$ cat config.mk
export PLATFORM = sky130hd
export DESIGN_NAME = bus_arbiter_flat
export DESIGN_NICKNAME = d
export VERILOG_FILES = /design/src/rtl/bus_pkg.sv /design/src/rtl/bus_arbiter_if.sv /design/src/rtl/counter.sv /design/src/rtl/bus_arbiter.sv /design/src/flat_wrapper.sv
export SDC_FILE = /design/constraint.sdc
export NUM_CORES = 1
export LEC_CHECK = 0
export CORE_UTILIZATION = 49
export CTS_CLUSTER_SIZE = 28
export DETAILED_ROUTE_END_ITERATION = 10
export PLACE_DENSITY = 0.81
export SYNTH_ARGS = -nofsm -noshare
export SYNTH_HDL_FRONTEND = slang
export SYNTH_SLANG_ARGS = --single-unit
$ cat constraint.sdc
create_clock -name CLK -period 2.8 [get_ports CLK]
set_clock_uncertainty 0.15 [all_clocks]
set_input_delay 0.28 -clock CLK [delete_from_list [all_inputs] [get_ports CLK]]
set_output_delay 0.28 -clock CLK [all_outputs]
set_load 0.05 [all_outputs]
$ cat src/rtl/bus_pkg.sv
// Shared types and constants for the serial-bus arbiter.
// State encoding and address-field positions.
package bus_pkg;

  typedef enum logic [1:0] {
    IDLE    = 2'd0,
    ADDR    = 2'd1,
    DATA    = 2'd2,
    RELEASE = 2'd3
  } arb_state_t;

  localparam int ADDR_BITS   = 16;
  localparam int SLV_SEL_MSB = 15;
  localparam int SLV_SEL_LSB = 14;

endpackage

$ cat src/rtl/bus_arbiter_if.sv
// Master/slave side bundle of the serial-bus arbiter.
// The arbiter connects through the slave modport.
interface bus_arbiter_if #(
  parameter int N_MASTERS = 2,
  parameter int N_SLAVES  = 3
);
  logic [N_MASTERS-1:0] M_BREQ;
  logic [N_MASTERS-1:0] M_BGRANT;
  logic [N_MASTERS-1:0] M_RW;
  logic [N_MASTERS-1:0] M_BUS_OUT;
  logic [N_MASTERS-1:0] M_BUS_IN;
  logic [N_MASTERS-1:0] M_ACK;
  logic [N_SLAVES-1:0]  S_AD_SEL;
  logic [N_SLAVES-1:0]  S_BUS_IN;
  logic [N_SLAVES-1:0]  S_ACK;
  logic [N_SLAVES-1:0]  S_SBSY;
  logic                 B_RW;
  logic                 B_BUS_OUT;
  logic                 BUS_BUSY;
  logic                 ARB_ERR;

  modport slave (
    input  M_BREQ, M_RW, M_BUS_OUT,
    input  S_BUS_IN, S_ACK, S_SBSY,
    output M_BGRANT, M_BUS_IN, M_ACK,
    output S_AD_SEL, B_RW, B_BUS_OUT,
    output BUS_BUSY, ARB_ERR
  );

  modport master (
    output M_BREQ, M_RW, M_BUS_OUT,
    output S_BUS_IN, S_ACK, S_SBSY,
    input  M_BGRANT, M_BUS_IN, M_ACK,
    input  S_AD_SEL, B_RW, B_BUS_OUT,
    input  BUS_BUSY, ARB_ERR
  );
endinterface

$ cat src/rtl/counter.sv
// Up counter with synchronous clear, shared by address
// bit counting and the data-phase timeout.
module counter #(
  parameter int WIDTH = 7
) (
  input  logic             i_clk,
  input  logic             i_rst_n,
  input  logic             i_rst,
  input  logic             i_incr,
  output logic [WIDTH-1:0] o_count
);

  logic [WIDTH-1:0] r_count;

  always_ff @(posedge i_clk or negedge i_rst_n) begin
    if (!i_rst_n)    r_count <= '0;
    else if (i_rst)  r_count <= '0;
    else if (i_incr) r_count <= r_count + 1'b1;
  end

  assign o_count = r_count;

endmodule

$ cat src/rtl/bus_arbiter.sv
// Round-robin serial-bus arbiter: grants one master, decodes the
// slave from address bits [15:14] and routes data until release.
module bus_arbiter
  import bus_pkg::*;
#(
  parameter int N_MASTERS    = 2,
  parameter int N_SLAVES     = 3,
  parameter int DATA_TIMEOUT = 64,
  parameter int CNT_WIDTH    = 7
) (
  input logic          CLK,
  input logic          RSTN,
  bus_arbiter_if.slave bus
);

  arb_state_t           r_state, w_next;
  logic [N_MASTERS-1:0] r_gnt;
  logic [N_SLAVES-1:0]  r_sel_oh, w_dec, w_sel;
  logic [CNT_WIDTH-1:0] w_cnt;
  logic [1:0]           w_idx;
  logic r_gidx, r_last, r_addr14, r_seen;
  logic w_act, w_abort, w_last_a, w_mapped;
  logic w_sbsy, w_done, w_tmo, w_win, w_cnt_rst;
  logic w_sbit, w_sack;

  counter #(.WIDTH(CNT_WIDTH)) u_cnt (
    .i_clk   (CLK),
    .i_rst_n (RSTN),
    .i_rst   (w_cnt_rst),
    .i_incr  (1'b1),
    .o_count (w_cnt)
  );

  assign w_act    = (r_state == ADDR) || (r_state == DATA);
  assign w_abort  = w_act && !bus.M_BREQ[r_gidx];
  assign w_last_a = (r_state == ADDR) &&
                    (w_cnt == CNT_WIDTH'(ADDR_BITS - 1));
  assign w_idx    = {bus.M_BUS_OUT[r_gidx], r_addr14};

  always_comb begin
    w_dec = '0;
    for (int i = 0; i < N_SLAVES; i++)
      if (w_idx == 2'(i)) w_dec[i] = 1'b1;
  end

  assign w_mapped = |w_dec;
  assign w_sbsy   = |(bus.S_SBSY & r_sel_oh);
  assign w_sbit   = |(bus.S_BUS_IN & r_sel_oh);
  assign w_sack   = |(bus.S_ACK & r_sel_oh);
  assign w_done   = (r_state == DATA) && r_seen && !w_sbsy;
  assign w_tmo    = (r_state == DATA) && !w_done &&
                    (w_cnt == CNT_WIDTH'(DATA_TIMEOUT - 1));
  // Tie goes to the master that was not granted last.
  assign w_win    = (&bus.M_BREQ) ? ~r_last : bus.M_BREQ[1];
  assign w_cnt_rst = !w_act || (w_next != r_state);

  always_comb begin
    w_next = r_state;
    unique case (r_state)
      IDLE: if (|bus.M_BREQ) w_next = ADDR;
      ADDR: begin
        if (w_abort || (w_last_a && !w_mapped)) w_next = RELEASE;
        else if (w_last_a)                       w_next = DATA;
      end
      DATA: if (w_abort || w_done || w_tmo) w_next = RELEASE;
      default: w_next = IDLE;
    endcase
  end

  always_comb begin
    w_sel = '0;
    if (w_abort)                w_sel = '0;
    else if (r_state == ADDR)   w_sel = w_last_a ? w_dec : '1;
    else if (r_state == DATA)   w_sel = r_sel_oh;
  end

  always_ff @(posedge CLK or negedge RSTN) begin
    if (!RSTN) begin
      r_state  <= IDLE;
      r_gnt    <= '0;
      r_gidx   <= 1'b0;
      r_last   <= 1'b1;
      r_addr14 <= 1'b0;
      r_seen   <= 1'b0;
      r_sel_oh <= '0;
    end else begin
      r_state <= w_next;
      unique case (r_state)
        IDLE: if (|bus.M_BREQ) begin
          r_gidx <= w_win;
          r_gnt  <= N_MASTERS'(1) << w_win;
        end
        ADDR: begin
          if (w_cnt == CNT_WIDTH'(SLV_SEL_LSB))
            r_addr14 <= bus.M_BUS_OUT[r_gidx];
          if (w_last_a) r_sel_oh <= w_dec;
          r_seen <= 1'b0;
        end
        DATA:    if (w_sbsy) r_seen <= 1'b1;
        RELEASE: r_last <= r_gidx;
        default: ;
      endcase
      if (w_next == RELEASE) r_gnt <= '0;
    end
  end

  assign bus.M_BGRANT  = r_gnt;
  assign bus.S_AD_SEL  = w_sel;
  assign bus.B_RW      = w_act && bus.M_RW[r_gidx];
  assign bus.B_BUS_OUT = w_act && bus.M_BUS_OUT[r_gidx];
  assign bus.M_BUS_IN  = ((r_state == DATA) && w_sbit) ? r_gnt : '0;
  assign bus.M_ACK     = ((r_state == DATA) && w_sack) ? r_gnt : '0;
  assign bus.BUS_BUSY  = (r_state != IDLE);
  assign bus.ARB_ERR   = w_abort || (w_last_a && !w_mapped) || w_tmo;

endmodule
$ cat src/flat_wrapper.sv
// flat-port wrapper written by rule: the top's interface ports become plain ports
module bus_arbiter_flat import bus_pkg::*;
#(
  parameter int N_MASTERS    = 2,
  parameter int N_SLAVES     = 3,
  parameter int DATA_TIMEOUT = 64,
  parameter int CNT_WIDTH    = 7
)
  (CLK, RSTN, bus_M_BREQ, bus_M_RW, bus_M_BUS_OUT, bus_S_BUS_IN, bus_S_ACK, bus_S_SBSY, bus_M_BGRANT, bus_M_BUS_IN, bus_M_ACK, bus_S_AD_SEL, bus_B_RW, bus_B_BUS_OUT, bus_BUS_BUSY, bus_ARB_ERR);
  bus_arbiter_if #(.N_MASTERS(N_MASTERS), .N_SLAVES(N_SLAVES)) bus_i ();
  input logic CLK;
  input logic RSTN;
  input wire logic [$bits(bus_i.M_BREQ)-1:0] bus_M_BREQ;
  input wire logic [$bits(bus_i.M_RW)-1:0] bus_M_RW;
  input wire logic [$bits(bus_i.M_BUS_OUT)-1:0] bus_M_BUS_OUT;
  input wire logic [$bits(bus_i.S_BUS_IN)-1:0] bus_S_BUS_IN;
  input wire logic [$bits(bus_i.S_ACK)-1:0] bus_S_ACK;
  input wire logic [$bits(bus_i.S_SBSY)-1:0] bus_S_SBSY;
  output wire logic [$bits(bus_i.M_BGRANT)-1:0] bus_M_BGRANT;
  output wire logic [$bits(bus_i.M_BUS_IN)-1:0] bus_M_BUS_IN;
  output wire logic [$bits(bus_i.M_ACK)-1:0] bus_M_ACK;
  output wire logic [$bits(bus_i.S_AD_SEL)-1:0] bus_S_AD_SEL;
  output wire logic [$bits(bus_i.B_RW)-1:0] bus_B_RW;
  output wire logic [$bits(bus_i.B_BUS_OUT)-1:0] bus_B_BUS_OUT;
  output wire logic [$bits(bus_i.BUS_BUSY)-1:0] bus_BUS_BUSY;
  output wire logic [$bits(bus_i.ARB_ERR)-1:0] bus_ARB_ERR;
  assign bus_i.M_BREQ = bus_M_BREQ;
  assign bus_i.M_RW = bus_M_RW;
  assign bus_i.M_BUS_OUT = bus_M_BUS_OUT;
  assign bus_i.S_BUS_IN = bus_S_BUS_IN;
  assign bus_i.S_ACK = bus_S_ACK;
  assign bus_i.S_SBSY = bus_S_SBSY;
  assign bus_M_BGRANT = bus_i.M_BGRANT;
  assign bus_M_BUS_IN = bus_i.M_BUS_IN;
  assign bus_M_ACK = bus_i.M_ACK;
  assign bus_S_AD_SEL = bus_i.S_AD_SEL;
  assign bus_B_RW = bus_i.B_RW;
  assign bus_B_BUS_OUT = bus_i.B_BUS_OUT;
  assign bus_BUS_BUSY = bus_i.BUS_BUSY;
  assign bus_ARB_ERR = bus_i.ARB_ERR;
  bus_arbiter #(.N_MASTERS(N_MASTERS), .N_SLAVES(N_SLAVES), .DATA_TIMEOUT(DATA_TIMEOUT), .CNT_WIDTH(CNT_WIDTH)) u_core (.CLK(CLK), .RSTN(RSTN), .bus(bus_i));
endmodule
==> results of run 1 <==
-- where the power goes --
group          total (uW)  switching [uW]  internal (uW)
clock                 142            85.9           55.6
sequential            401            79.3            322
combinational        1290             798            495
-- cells by family (layout without fill, tap and decap cells) --
kind of cell    count (synthesis)  count (layout)
xor+xnor                        4               4
compound gates                 33              33
flops                          18              18
fa+ha+maj                       7               7
mux                             6               6
buf+inv                        10              43
simple gates                   54              54
-- sequential cells by signal (all words and copies together) (netlist names) --
signal                cells
u_core.bus.M_BGRANT       2
u_core.r_last             1
u_core.r_addr14           1
u_core.r_gidx             1
u_core.r_sel_oh           3
u_core.u_cnt.o_count      7
u_core.r_state            2
u_core.r_seen             1
-- worst max-delay path, stage by stage, from the launching register on --
cell and delay, ps:
dfrtp_1 470, inv_1 180, ha_1 200, nor4b_4 300, nor4b_4 340, nor2_1 80, o21ai_0 160, buf_12 190
-- cells in the final DEF, fill, tap and decap left out, drive strengths merged, types with 3 or more instances in the layout --
master,synthesis,final
a222oi,3,3
mux2i,3,3
dfrtp,17,17
clkbuf,2,4
inv,7,7
a21oi,12,12
and3,3,3
nor2,13,13
nor4,7,7
dlymetal6s2s,0,3
nor3,4,4
and2,7,7
buf,1,11
nand3,3,3
o21ai,7,7
mux2,3,3
ha,7,7
nand2,10,10
clkdlybuf4s50,0,18
-- timing repair --
item | CTS | global route
gates resized for setup | 0 | 4
endpoints found under the setup margin | 0 | 5
setup buffers | 0 | 1
-- how the worst min path moves through the flow --
stage | slack, ps | cells after the start | startpoint | to
3_3_place_gp | 350 | 2 | u_core.r_seen | u_core.r_seen
3_5_place_dp | 370 | 2 | u_core.r_last | u_core.r_last
6_report | 300 | 1 | RSTN | u_core.r_seen
4_1_cts | 320 | 1 | RSTN | u_core.r_seen
5_1_grt | 360 | 1 | RSTN | u_core.r_seen
2_1_floorplan | -170 | 0 | RSTN | u_core.bus.M_BGRANT[0]
-- area by class of cell --
class | count | area [um2]
inverter | 7 | 26.3
clock buffer | 4 | 26.3
sequential | 18 | 452
tap | 28 | 35.0
multi-input combinational | 104 | 771
fill | 181 | 683
timing repair buffer | 32 | 325
-- per-layer routing --
layer	share of wire	vias up
met3	0.069	16
met5	0	-
met2	0.50	60
met4	0.035	0
li1	-	554
met1	0.40	540
-- stage by stage --
stage               setup slack, ps  power [uW]
floorplan                      15.5        1260
global placement                312        1630
detailed placement              185        1670
CTS                            47.7        1810
global route                   21.5        1940
finish                          139        1840
==> flow_metrics.env, run 1 <==
export IMPL_finalInstanceArea_um2=1640
export IMPL_critPathRequiredTime_ps=2370
export IMPL_peakVddDrop_mv=0.822
export IMPL_whs_ps=302
export IMPL_dpl_hpwl_um=2420
export IMPL_status="complete, no violations"
export IMPL_grt_pass1_wl_um=5190
export IMPL_syn_avg_cell_area_um2=9.51
export IMPL_p_per_area_nw_per_um2=1120
export IMPL_finalSetupViolations=0
export IMPL_place_gp_congestion=0.844
export IMPL_worstPathArrival_ps=2230
export IMPL_track_usage=0.261
export IMPL_cts_clk_slew_worst_paths_ps=110
export IMPL_path_class="register to output pin"
export IMPL_rrSetupSlack_ps=150
export IMPL_routedWlPerCell_um=16.8
export IMPL_ant_nets=0
export IMPL_use_met3=0.0290
export IMPL_fin_crit_ps=2660
export IMPL_insertion_delay_ps=300
export IMPL_diodes=0
export IMPL_dr_pass1_iters=4
export IMPL_coreArea_um2=2320
export IMPL_vias=1170
export IMPL_ff2ff_path_depth=7
export IMPL_critPathLaunch="u_core.r_state[1]"
export IMPL_syn_nets=156
export IMPL_drt_initial_drc_count=27
export IMPL_post_route_period_util=0.950
export IMPL_synth_top_family_by_area="simple AND/OR/NAND/NOR gates"
export IMPL_synth_top_cells_by_count="dfrtp_1, nor2_1, a21oi_1"
export IMPL_drt_wl_total_um=3240
export IMPL_rows=17
export IMPL_clockBufferDepth=2
export IMPL_dp_cells=188
export IMPL_hold_viol=0
export IMPL_yosys_cell_count_top_type="dfrtp_1"
export IMPL_die_area_um2=2770
export IMPL_synth_area_um2=1250
export IMPL_numPortBuffers=29
export IMPL_fin_tns_setup_ps=0
export IMPL_globalRouteMet1Util=0.286
export IMPL_leakagePower_uw=0.000728
export IMPL_r2r_start="u_core.r_state[0]"
export IMPL_nNetsFinal=190
export IMPL_cts_num_sinks=18
export IMPL_grt_setup_unrepaired="false"
export IMPL_cts_tree="done"
export IMPL_utilization=0.705
export IMPL_synth_edf_count=0
export IMPL_antenna_found_initial=0
export IMPL_htree_num_levels=1
export IMPL_max_freq_ghz=0.376
export IMPL_reg2reg_to="u_core.u_cnt.o_count[3]"
export IMPL_synthAdderAreaFrac=0.0698
export IMPL_cts_buffers=3
export IMPL_io_pins=30
export IMPL_avgViaCountPerCell=6.06
export IMPL_place_area_um2=1590
export IMPL_drive_above_1_share=0.164
export IMPL_yosys_area_share_simple=0.249
export IMPL_cp_start_kind="register"
export IMPL_cp_max_fo=7
export IMPL_tightest_slew_ps=848
export IMPL_yosys_warnings=0
export IMPL_synth_compound_area_share=0.208
export IMPL_grt_busiest_layer="met2"
export IMPL_overflow=0
export IMPL_area_growth_syn_to_layout_pct=30.3
export IMPL_syn_inst=132
export IMPL_hold_path_class="input pin to async pin"
export IMPL_postCtsHoldBufs=0
export IMPL_synthFlopType="dfrtp_1"
export IMPL_ys_seq_elements=18
export IMPL_synth_xor_area_frac=0.0279
export IMPL_maxCapViolations=0
export IMPL_slew_violations=0
export IMPL_die_y_um=52.6
export IMPL_grtUsageMet2=0.481
export IMPL_synthTopCellsByArea="dfrtp_1, ha_1, a21oi_1"
export IMPL_synth_top_area_share=0.339
export IMPL_drc=0
export IMPL_ys_seq_area_frac=0.360
export IMPL_synth_largest_area_cell="dfrtp_1"
export IMPL_fp_dieW_um=52.6
export IMPL_first_global_vias=1206
export IMPL_fin_cells=193
export IMPL_clockRootBuffer="clkbuf_4"
export IMPL_cp_end_kind="output pin"
export IMPL_initial_core_util=0.541
export IMPL_grt_max_degree=19
export IMPL_cp_endpoint="bus_ARB_ERR"
export IMPL_synth_cell_types=39
export IMPL_async_flop_share=1.00
export IMPL_slew_limit_headroom=0.433
export IMPL_synthMuxAreaShare=0.0538
No activity file was read; power rests on OpenSTA's default activity.
==> run 2: changes to the inputs <==
--- a/config.mk
+++ b/config.mk
@@ -9,6 +9,7 @@
 export CTS_CLUSTER_SIZE = 28
 export DETAILED_ROUTE_END_ITERATION = 10
 export PLACE_DENSITY = 0.81
+export SKIP_LAST_GASP = 1
 export SYNTH_ARGS = -nofsm -noshare
 export SYNTH_HDL_FRONTEND = slang
 export SYNTH_SLANG_ARGS = --single-unit
==> results of run 2 <==
Same layout as run 1: the final DEF is identical, and so are final timing and power.
